<file path="config.mk">
export PLATFORM = sky130hd
export DESIGN_NAME = conv2d_stream_flat
export DESIGN_NICKNAME = d
export VERILOG_FILES = /design/src/rtl/conv2d_stream_if.sv /design/src/rtl/conv2d_stream.sv /design/src/flat_wrapper.sv
export SDC_FILE = /design/constraint.sdc
export NUM_CORES = 2
export LEC_CHECK = 0
export ABC_AREA = 1
export CORE_MARGIN = 2
export CORE_UTILIZATION = 35
export CTS_BUF_LIST = sky130_fd_sc_hd__clkbuf_4
export DETAILED_ROUTE_END_ITERATION = 10
export GPL_TIMING_DRIVEN = 0
export SYNTH_ARGS = -nofsm -noshare
export SYNTH_HDL_FRONTEND = slang
export SYNTH_SLANG_ARGS = --single-unit
</file>
<file path="constraint.sdc">
create_clock -name clk -period 6.3 [get_ports clk]
set_input_delay 1.26 -clock clk [delete_from_list [all_inputs] [get_ports clk]]
set_output_delay 1.26 -clock clk [all_outputs]
set_load 0.05 [all_outputs]
</file>
<file path="src/rtl/conv2d_stream_if.sv">
// conv2d_stream_if: pixel-in / result-out stream bundle for conv2d_stream.
//   in_valid/in_ready/in_data            raster-order signed pixel stream
//   out_valid/out_ready/out_data/out_last signed result stream, last = final result of frame
// Modports: master = pixel source / result sink side, slave = convolution engine.
interface conv2d_stream_if #(
    parameter int unsigned DATA_W = 8,
    parameter int unsigned OUT_W  = 8
) ();
    logic                     in_valid;
    logic                     in_ready;
    logic signed [DATA_W-1:0] in_data;
    logic                     out_valid;
    logic                     out_ready;
    logic signed [OUT_W-1:0]  out_data;
    logic                     out_last;

    modport master (
        output in_valid, in_data, out_ready,
        input  in_ready, out_valid, out_data, out_last
    );

    modport slave (
        input  in_valid, in_data, out_ready,
        output in_ready, out_valid, out_data, out_last
    );
endinterface

</file>
<file path="src/rtl/conv2d_stream.sv">
// conv2d_stream: streaming 3x3 signed convolution over an IMG_W x IMG_H frame.
// Two line buffers plus a 3x2 window register form each window; results come out
// of a 3-stage pipeline (products, sum, round/shift/saturate) with valid/ready
// backpressure. Only fully-covered (unpadded) windows produce results.
// Ports:
//   clk, reset                 clock, synchronous active-high reset
//   coef_we/coef_addr/coef_data kernel write (IDLE only, index row*3+col, 0..8)
//   start                      begin a frame (IDLE only)
//   bus (slave)                pixel input stream and result output stream
//   busy, done, sat_flag       frame in progress, end-of-frame pulse, sticky saturation
// Build option: define CONV_RELU_EN to clamp negative results to zero after saturation.
module conv2d_stream #(
    parameter int unsigned DATA_W = 8,
    parameter int unsigned COEF_W = 8,
    parameter int unsigned OUT_W  = 8,
    parameter int unsigned FRAC_W = 4,
    parameter int unsigned IMG_W  = 8,
    parameter int unsigned IMG_H  = 8
) (
    input  logic                     clk,
    input  logic                     reset,
    input  logic                     coef_we,
    input  logic [3:0]               coef_addr,
    input  logic signed [COEF_W-1:0] coef_data,
    input  logic                     start,
    conv2d_stream_if.slave           bus,
    output logic                     busy,
    output logic                     done,
    output logic                     sat_flag
);
    localparam int unsigned CW  = $clog2(IMG_W);
    localparam int unsigned RW  = $clog2(IMG_H);
    localparam int unsigned PW  = DATA_W + COEF_W;
    localparam int unsigned SW  = PW + 4;
    localparam int unsigned XW  = SW + 1;
    localparam int unsigned RSH = (FRAC_W > 0) ? FRAC_W - 1 : 0;
    localparam logic signed [XW-1:0] RND  = (FRAC_W > 0) ? (XW'(1) << RSH) : XW'(0);
    localparam logic signed [XW-1:0] OMAX = (XW'(1) << (OUT_W - 1)) - XW'(1);
    localparam logic signed [XW-1:0] OMIN = ~OMAX;

    typedef enum logic [1:0] {ST_IDLE, ST_STREAM, ST_DRAIN, ST_DONE} state_t;

    state_t                   state_q, state_d;
    logic signed [COEF_W-1:0] coef [9];
    logic signed [DATA_W-1:0] lb0 [IMG_W];     // previous row
    logic signed [DATA_W-1:0] lb1 [IMG_W];     // row before that
    logic signed [DATA_W-1:0] win [3][2];      // two older columns of the window
    logic [CW-1:0]            col;
    logic [RW-1:0]            row;
    logic signed [PW-1:0]     p1 [9];
    logic                     v1, l1, v2, l2;
    logic signed [SW-1:0]     s2;

    logic                     stall, accept, win_ok, frame_end;
    logic signed [DATA_W-1:0] tap [9];
    logic signed [SW-1:0]     sum_c;
    logic signed [XW-1:0]     shr_c;
    logic                     sat_c;
    logic signed [OUT_W-1:0]  res_c;

    assign stall        = bus.out_valid && !bus.out_ready;
    assign bus.in_ready = (state_q == ST_STREAM) && !stall;
    assign accept       = bus.in_valid && bus.in_ready;
    assign win_ok       = accept && (col >= CW'(2)) && (row >= RW'(2));
    assign frame_end    = accept && (col == CW'(IMG_W - 1)) && (row == RW'(IMG_H - 1));

    // Window taps: two registered columns plus the column completed by this pixel
    always_comb begin
        tap[0] = win[0][0]; tap[1] = win[0][1]; tap[2] = lb1[col];
        tap[3] = win[1][0]; tap[4] = win[1][1]; tap[5] = lb0[col];
        tap[6] = win[2][0]; tap[7] = win[2][1]; tap[8] = bus.in_data;
    end

    // Adder tree feeding stage 2
    always_comb begin
        sum_c = '0;
        for (int k = 0; k < 9; k++) sum_c = sum_c + SW'(p1[k]);
    end

    // Round half toward +inf, arithmetic shift, saturate
    always_comb begin
        shr_c = (XW'(s2) + RND) >>> FRAC_W;
        sat_c = (shr_c > OMAX) || (shr_c < OMIN);
        if (shr_c > OMAX)      res_c = OMAX[OUT_W-1:0];
        else if (shr_c < OMIN) res_c = OMIN[OUT_W-1:0];
        else                   res_c = shr_c[OUT_W-1:0];
`ifdef CONV_RELU_EN
        if (res_c[OUT_W-1]) res_c = '0;
`endif
    end

    // Frame control next state
    always_comb begin
        state_d = state_q;
        unique case (state_q)
            ST_IDLE:   if (start) state_d = ST_STREAM;
            ST_STREAM: if (frame_end) state_d = ST_DRAIN;
            ST_DRAIN:  if (bus.out_valid && bus.out_ready && bus.out_last) state_d = ST_DONE;
            ST_DONE:   state_d = ST_IDLE;
            default:   state_d = ST_IDLE;
        endcase
    end

    // State register with registered status decode
    always_ff @(posedge clk) begin
        if (reset) begin
            state_q <= ST_IDLE;
            busy    <= 1'b0;
            done    <= 1'b0;
        end else begin
            state_q <= state_d;
            busy    <= (state_d == ST_STREAM) || (state_d == ST_DRAIN);
            done    <= (state_d == ST_DONE);
        end
    end

    // Kernel store, line buffers, counters and pipeline
    always_ff @(posedge clk) begin
        if (reset) begin
            for (int k = 0; k < 9; k++) begin
                coef[k] <= '0;
                p1[k]   <= '0;
            end
            for (int x = 0; x < int'(IMG_W); x++) begin
                lb0[x] <= '0;
                lb1[x] <= '0;
            end
            for (int r = 0; r < 3; r++) begin
                win[r][0] <= '0;
                win[r][1] <= '0;
            end
            col           <= '0;
            row           <= '0;
            v1            <= 1'b0;
            l1            <= 1'b0;
            v2            <= 1'b0;
            l2            <= 1'b0;
            s2            <= '0;
            bus.out_valid <= 1'b0;
            bus.out_data  <= '0;
            bus.out_last  <= 1'b0;
            sat_flag      <= 1'b0;
        end else begin
            if (state_q == ST_IDLE) begin
                if (coef_we && (coef_addr < 4'd9)) coef[coef_addr] <= coef_data;
                if (start) begin
                    col      <= '0;
                    row      <= '0;
                    sat_flag <= 1'b0;
                end
            end

            if (accept) begin
                lb1[col] <= lb0[col];
                lb0[col] <= bus.in_data;
                for (int r = 0; r < 3; r++) win[r][0] <= win[r][1];
                win[0][1] <= lb1[col];
                win[1][1] <= lb0[col];
                win[2][1] <= bus.in_data;
                if (col == CW'(IMG_W - 1)) begin
                    col <= '0;
                    row <= (row == RW'(IMG_H - 1)) ? '0 : row + RW'(1);
                end else begin
                    col <= col + CW'(1);
                end
            end

            // Whole pipeline freezes while the sink holds off a valid result
            if (!stall) begin
                v1 <= win_ok;
                l1 <= frame_end;
                for (int k = 0; k < 9; k++) p1[k] <= PW'(tap[k]) * PW'(coef[k]);
                v2 <= v1;
                l2 <= l1;
                s2 <= sum_c;
                bus.out_valid <= v2;
                bus.out_last  <= l2;
                if (v2) begin
                    bus.out_data <= res_c;
                    if (sat_c) sat_flag <= 1'b1;
                end
            end
        end
    end
endmodule

</file>
<file path="src/flat_wrapper.sv">
// flat-port wrapper written by rule: the top's interface ports become plain ports
module conv2d_stream_flat 
#(
    parameter int unsigned DATA_W = 8,
    parameter int unsigned COEF_W = 8,
    parameter int unsigned OUT_W  = 8,
    parameter int unsigned FRAC_W = 4,
    parameter int unsigned IMG_W  = 8,
    parameter int unsigned IMG_H  = 8
)
  (clk, reset, coef_we, coef_addr, coef_data, start, busy, done, sat_flag, bus_in_valid, bus_in_data, bus_out_ready, bus_in_ready, bus_out_valid, bus_out_data, bus_out_last);
  conv2d_stream_if #(.DATA_W(DATA_W), .OUT_W(OUT_W)) bus_i ();
  input  logic clk;
  input  logic reset;
  input  logic coef_we;
  input  logic [3:0] coef_addr;
  input  logic signed [COEF_W-1:0] coef_data;
  input  logic start;
  output logic busy;
  output logic done;
  output logic sat_flag;
  input wire logic [$bits(bus_i.in_valid)-1:0] bus_in_valid;
  input wire logic [$bits(bus_i.in_data)-1:0] bus_in_data;
  input wire logic [$bits(bus_i.out_ready)-1:0] bus_out_ready;
  output wire logic [$bits(bus_i.in_ready)-1:0] bus_in_ready;
  output wire logic [$bits(bus_i.out_valid)-1:0] bus_out_valid;
  output wire logic [$bits(bus_i.out_data)-1:0] bus_out_data;
  output wire logic [$bits(bus_i.out_last)-1:0] bus_out_last;
  assign bus_i.in_valid = bus_in_valid;
  assign bus_i.in_data = bus_in_data;
  assign bus_i.out_ready = bus_out_ready;
  assign bus_in_ready = bus_i.in_ready;
  assign bus_out_valid = bus_i.out_valid;
  assign bus_out_data = bus_i.out_data;
  assign bus_out_last = bus_i.out_last;
  conv2d_stream #(.DATA_W(DATA_W), .COEF_W(COEF_W), .OUT_W(OUT_W), .FRAC_W(FRAC_W), .IMG_W(IMG_W), .IMG_H(IMG_H)) u_core (.clk(clk), .reset(reset), .coef_we(coef_we), .coef_addr(coef_addr), .coef_data(coef_data), .start(start), .bus(bus_i), .busy(busy), .done(done), .sat_flag(sat_flag));
endmodule
</file>
==> metrics.yaml <==
drt-initial-drc-count: 2185
dieArea_mm2: 0.1287
root_buffer: "clkbuf_4"
vias: 32100
fp-row-count: 130
synthFlopType: "edfxtp_1"
ys_seq_area_share_pct: 28.77
yosys_warnings: 0
cts_buffers: 115
wl_per_cell_um: 16.44
ys_seq_elements: 437
endpoint_kind: "flop"
syn_inst: 4973
multi_input_area_mm2: 0.02571
hold_viol: 0
grt-ovfl-total: 0
cts_tree: "built"
fp.dieW_um: 358.7
synth_area_leaders: "fa_1 27%, edfxtp_1 27%, inv_1 11%"
final_util_pct: 38.36
synth_area_mm2: 0.04404
nNetsFinal: 6045
cellLeakagePower_nw: 23.99
synth_top_area_cell: "fa_1"
mostFrequentLayoutCell: "inv_1"
dp_hpwl_mm: 90.18
post_cts_buffers: 0
setup_viol: 0
pin_count: 40
ff_latch_area_mm2: 0.01267
status: "finished, final reports clean"
power.density_mw_per_mm2: 489.7
crit_path_max_fanout: 10
relSlewSlack_pct: 15.94
ir_drop_v: 0.001552
drcViolationCount: 0
arrival_ps: 6780
synth.distinct_cells: 55
routed_wl_mm: 112.9
fp.dieH_um: 358.7
drv_slew: 0
place.port_buffers: 31
final_cell_mix: "1297 x inv_1, 722 x nand2_1, 594 x fa_1"
tightest_slew_ps: 1261
fmax_ghz: 0.1651
path_class: "reg -> reg"
filler_cell_count: 12720
mappedNetlistNets: 5896
cts.sink_count: 437
grt_pass1_vias: 32810
grt_pass1_wl_mm: 181.2
fin_worst_skew_ps: 103.4
area_growth_pct: 9.097
synth_top_area_share_pct: 27.00
grt_usage_pct: 18.14
htreeDepth: 3
finalPower_mw: 23.53
final_antenna_net_count: 0
clk_latency_ps: 990
via_per_inst: 4.673
dr.pass1.iters: 6
syn_avg_cell_area_um2: 8.856
cp_data_required_time_ps: 7030
maxCapViolations: 0
initial_core_util_pct: 35.16
drive_above_1_share_pct: 5.486
gp_congestion: 0.9258
antenna_found_initial: 10
async_flop_share_pct: 0
cp-start-kind: "flop"
clockBufferDepth: 3
rsz0062_at_grt: "true"
coreArea_mm2: 0.1252
finalCritPeriodShare_pct: 96.14
hold_class: "reg -> reg"
final.min_clock_period_ps: 6057
grt_max_degree: 117
cts.clk_slew.worst_paths_ps: 70
synth-edff-count: 392
Yosys cell counts (4+ instances only):
| cell | instances |
|---|---|
| inv_1 | 1297 |
| nand2_1 | 724 |
| fa_1 | 594 |
| nor2_1 | 592 |
| edfxtp_1 | 392 |
| ha_1 | 303 |
| a21oi_1 | 211 |
| o21ai_0 | 187 |
| clkbuf_1 | 124 |
| nand3_1 | 87 |
| xnor2_1 | 58 |
| dfxtp_1 | 45 |
| buf_2 | 36 |
| nor3_1 | 28 |
| xor2_1 | 24 |
| clkinv_1 | 21 |
| nand4_1 | 20 |
| mux2i_1 | 18 |
| o21a_1 | 18 |
| o221ai_1 | 18 |
| or2_2 | 18 |
| a21o_1 | 16 |
| a31oi_1 | 16 |
| nand2_2 | 16 |
| o211ai_1 | 16 |
| o32ai_1 | 14 |
| a211oi_1 | 10 |
| buf_1 | 8 |
| o21ai_1 | 7 |
| nor2_2 | 6 |
| nor2_4 | 5 |
| a21boi_0 | 4 |
| inv_2 | 4 |
| o21bai_1 | 4 |
| o22ai_1 | 4 |
power breakdown:
part | switching [mW] | leakage, nW | internal (mW) | total, mW
clock network | 1.32 | 0.906 | 1.37 | 2.69
logic | 10.9 | 18.5 | 5.93 | 16.8
registers | 0.278 | 4.62 | 3.72 | 4.00
stage by stage:
| step | std cells | setup TNS [ps] | cell area (um2) | hold WS, ps | worst slack (ps) |
|---|---|---|---|---|---|
| 2_1_floorplan | 4973 | 0 | 44040 | 423.3 | 1158 |
| 6_report | 6869 | 0 | 48050 | 457.3 | 243.5 |
| 5_1_grt | 6867 | -59.86 | 48040 | 462.7 | -59.86 |
| 3_5_place_dp | 6655 | 0 | 46460 | 446.9 | 290.8 |
| 4_1_cts | 6863 | 0 | 48030 | 458.1 | 206.3 |
| 3_3_place_gp | 6654 | 0 | 46420 | 442.7 | 49.30 |
final timing paths:
check | slack (ps) | cells past startpoint | to | start
max | 240 | 22 | u_core.p1[0][45]$_SDFFCE_PN0P_ | flop
min | 460 | 2 | u_core.v2$_SDFFE_PP0N_ | u_core.v1$_SDFFE_PP0N_
max reg2reg | 240 | 22 | u_core.p1[0][45]$_SDFFCE_PN0P_ | flop
min reg2reg | 460 | 2 | u_core.v2$_SDFFE_PP0N_ | u_core.v1$_SDFFE_PP0N_
metal layers:
metal	global-route usage [%]	part of all wire (%)	vias up	wire, um
li1	-	-	15460	-
met1	24.53	44	15630	49790
met2	30.03	47	834	52940
met3	2.756	6.1	174	6855
met4	5.475	2.9	2	3300
met5	0	0.012	-	13
cell type report:
cell class / count / area share, %
sequential: 437 / 26.37
inverter: 1323 / 10.34
antenna: 6 / 0.03125
clock inverter: 53 / 0.8333
buffer: 171 / 1.495
timing repair buffer: 32 / 0.7031
tap: 1650 / 4.297
clock buffer: 155 / 2.422
multi-input combinational: 3042 / 53.50
state kept, by name (all words and copies together) (netlist names), named ones only:
register	cells
u_core.v1	1
u_core.s2	17
u_core.lb0	64
u_core.done	1
u_core.row	3
u_core.sat_flag	1
u_core.state_q	2
u_core.lb1	64
u_core.bus.out_data	8
u_core.bus.out_valid	1
u_core.p1	144
u_core.l1	1
u_core.busy	1
u_core.win	48
u_core.col	3
u_core.bus.out_last	1
u_core.l2	1
u_core.coef	72
u_core.v2	1
logic make-up (layout without fill, tap and decap cells):
kind of cell,Yosys count,count (layout),share of synthesized area (%)
other,0,6,0
buffers and inverters,1494,1734,12.88
AND/OR/NAND/NOR,1508,1508,13.78
multiplexers,18,18,0.4091
AO/OA/AOI/OAI,537,537,6.921
flip-flops,437,437,28.77
XOR/XNOR,82,82,1.631
adder cells (fa/ha/maj),897,897,35.61
worst max-delay path, stage by stage, from the launching register on:
cell and delay (ps):
dfxtp_1 310, buf_2 240, clkbuf_1 440, o21ai_0 170
o32ai_1 150, inv_1 90, o21ai_1 380, inv_1 270
nor2_1 190, fa_1 460, fa_1 510, fa_1 490
inv_1 50, fa_1 480, inv_1 40, ha_1 310
a21oi_1 250, o21ai_0 150, a21oi_1 240, nor2_1 80
o21ai_0 160, nand2_1 80, nor2_2 270
repair_timing:
action / in CTS / in global routing
hold buffers: 0 / 0
endpoints found under the hold margin: 0 / 0
endpoints found under the setup margin: 0 / 2
gates resized for setup: 0 / 3
(Power assumes the default switching activity.)
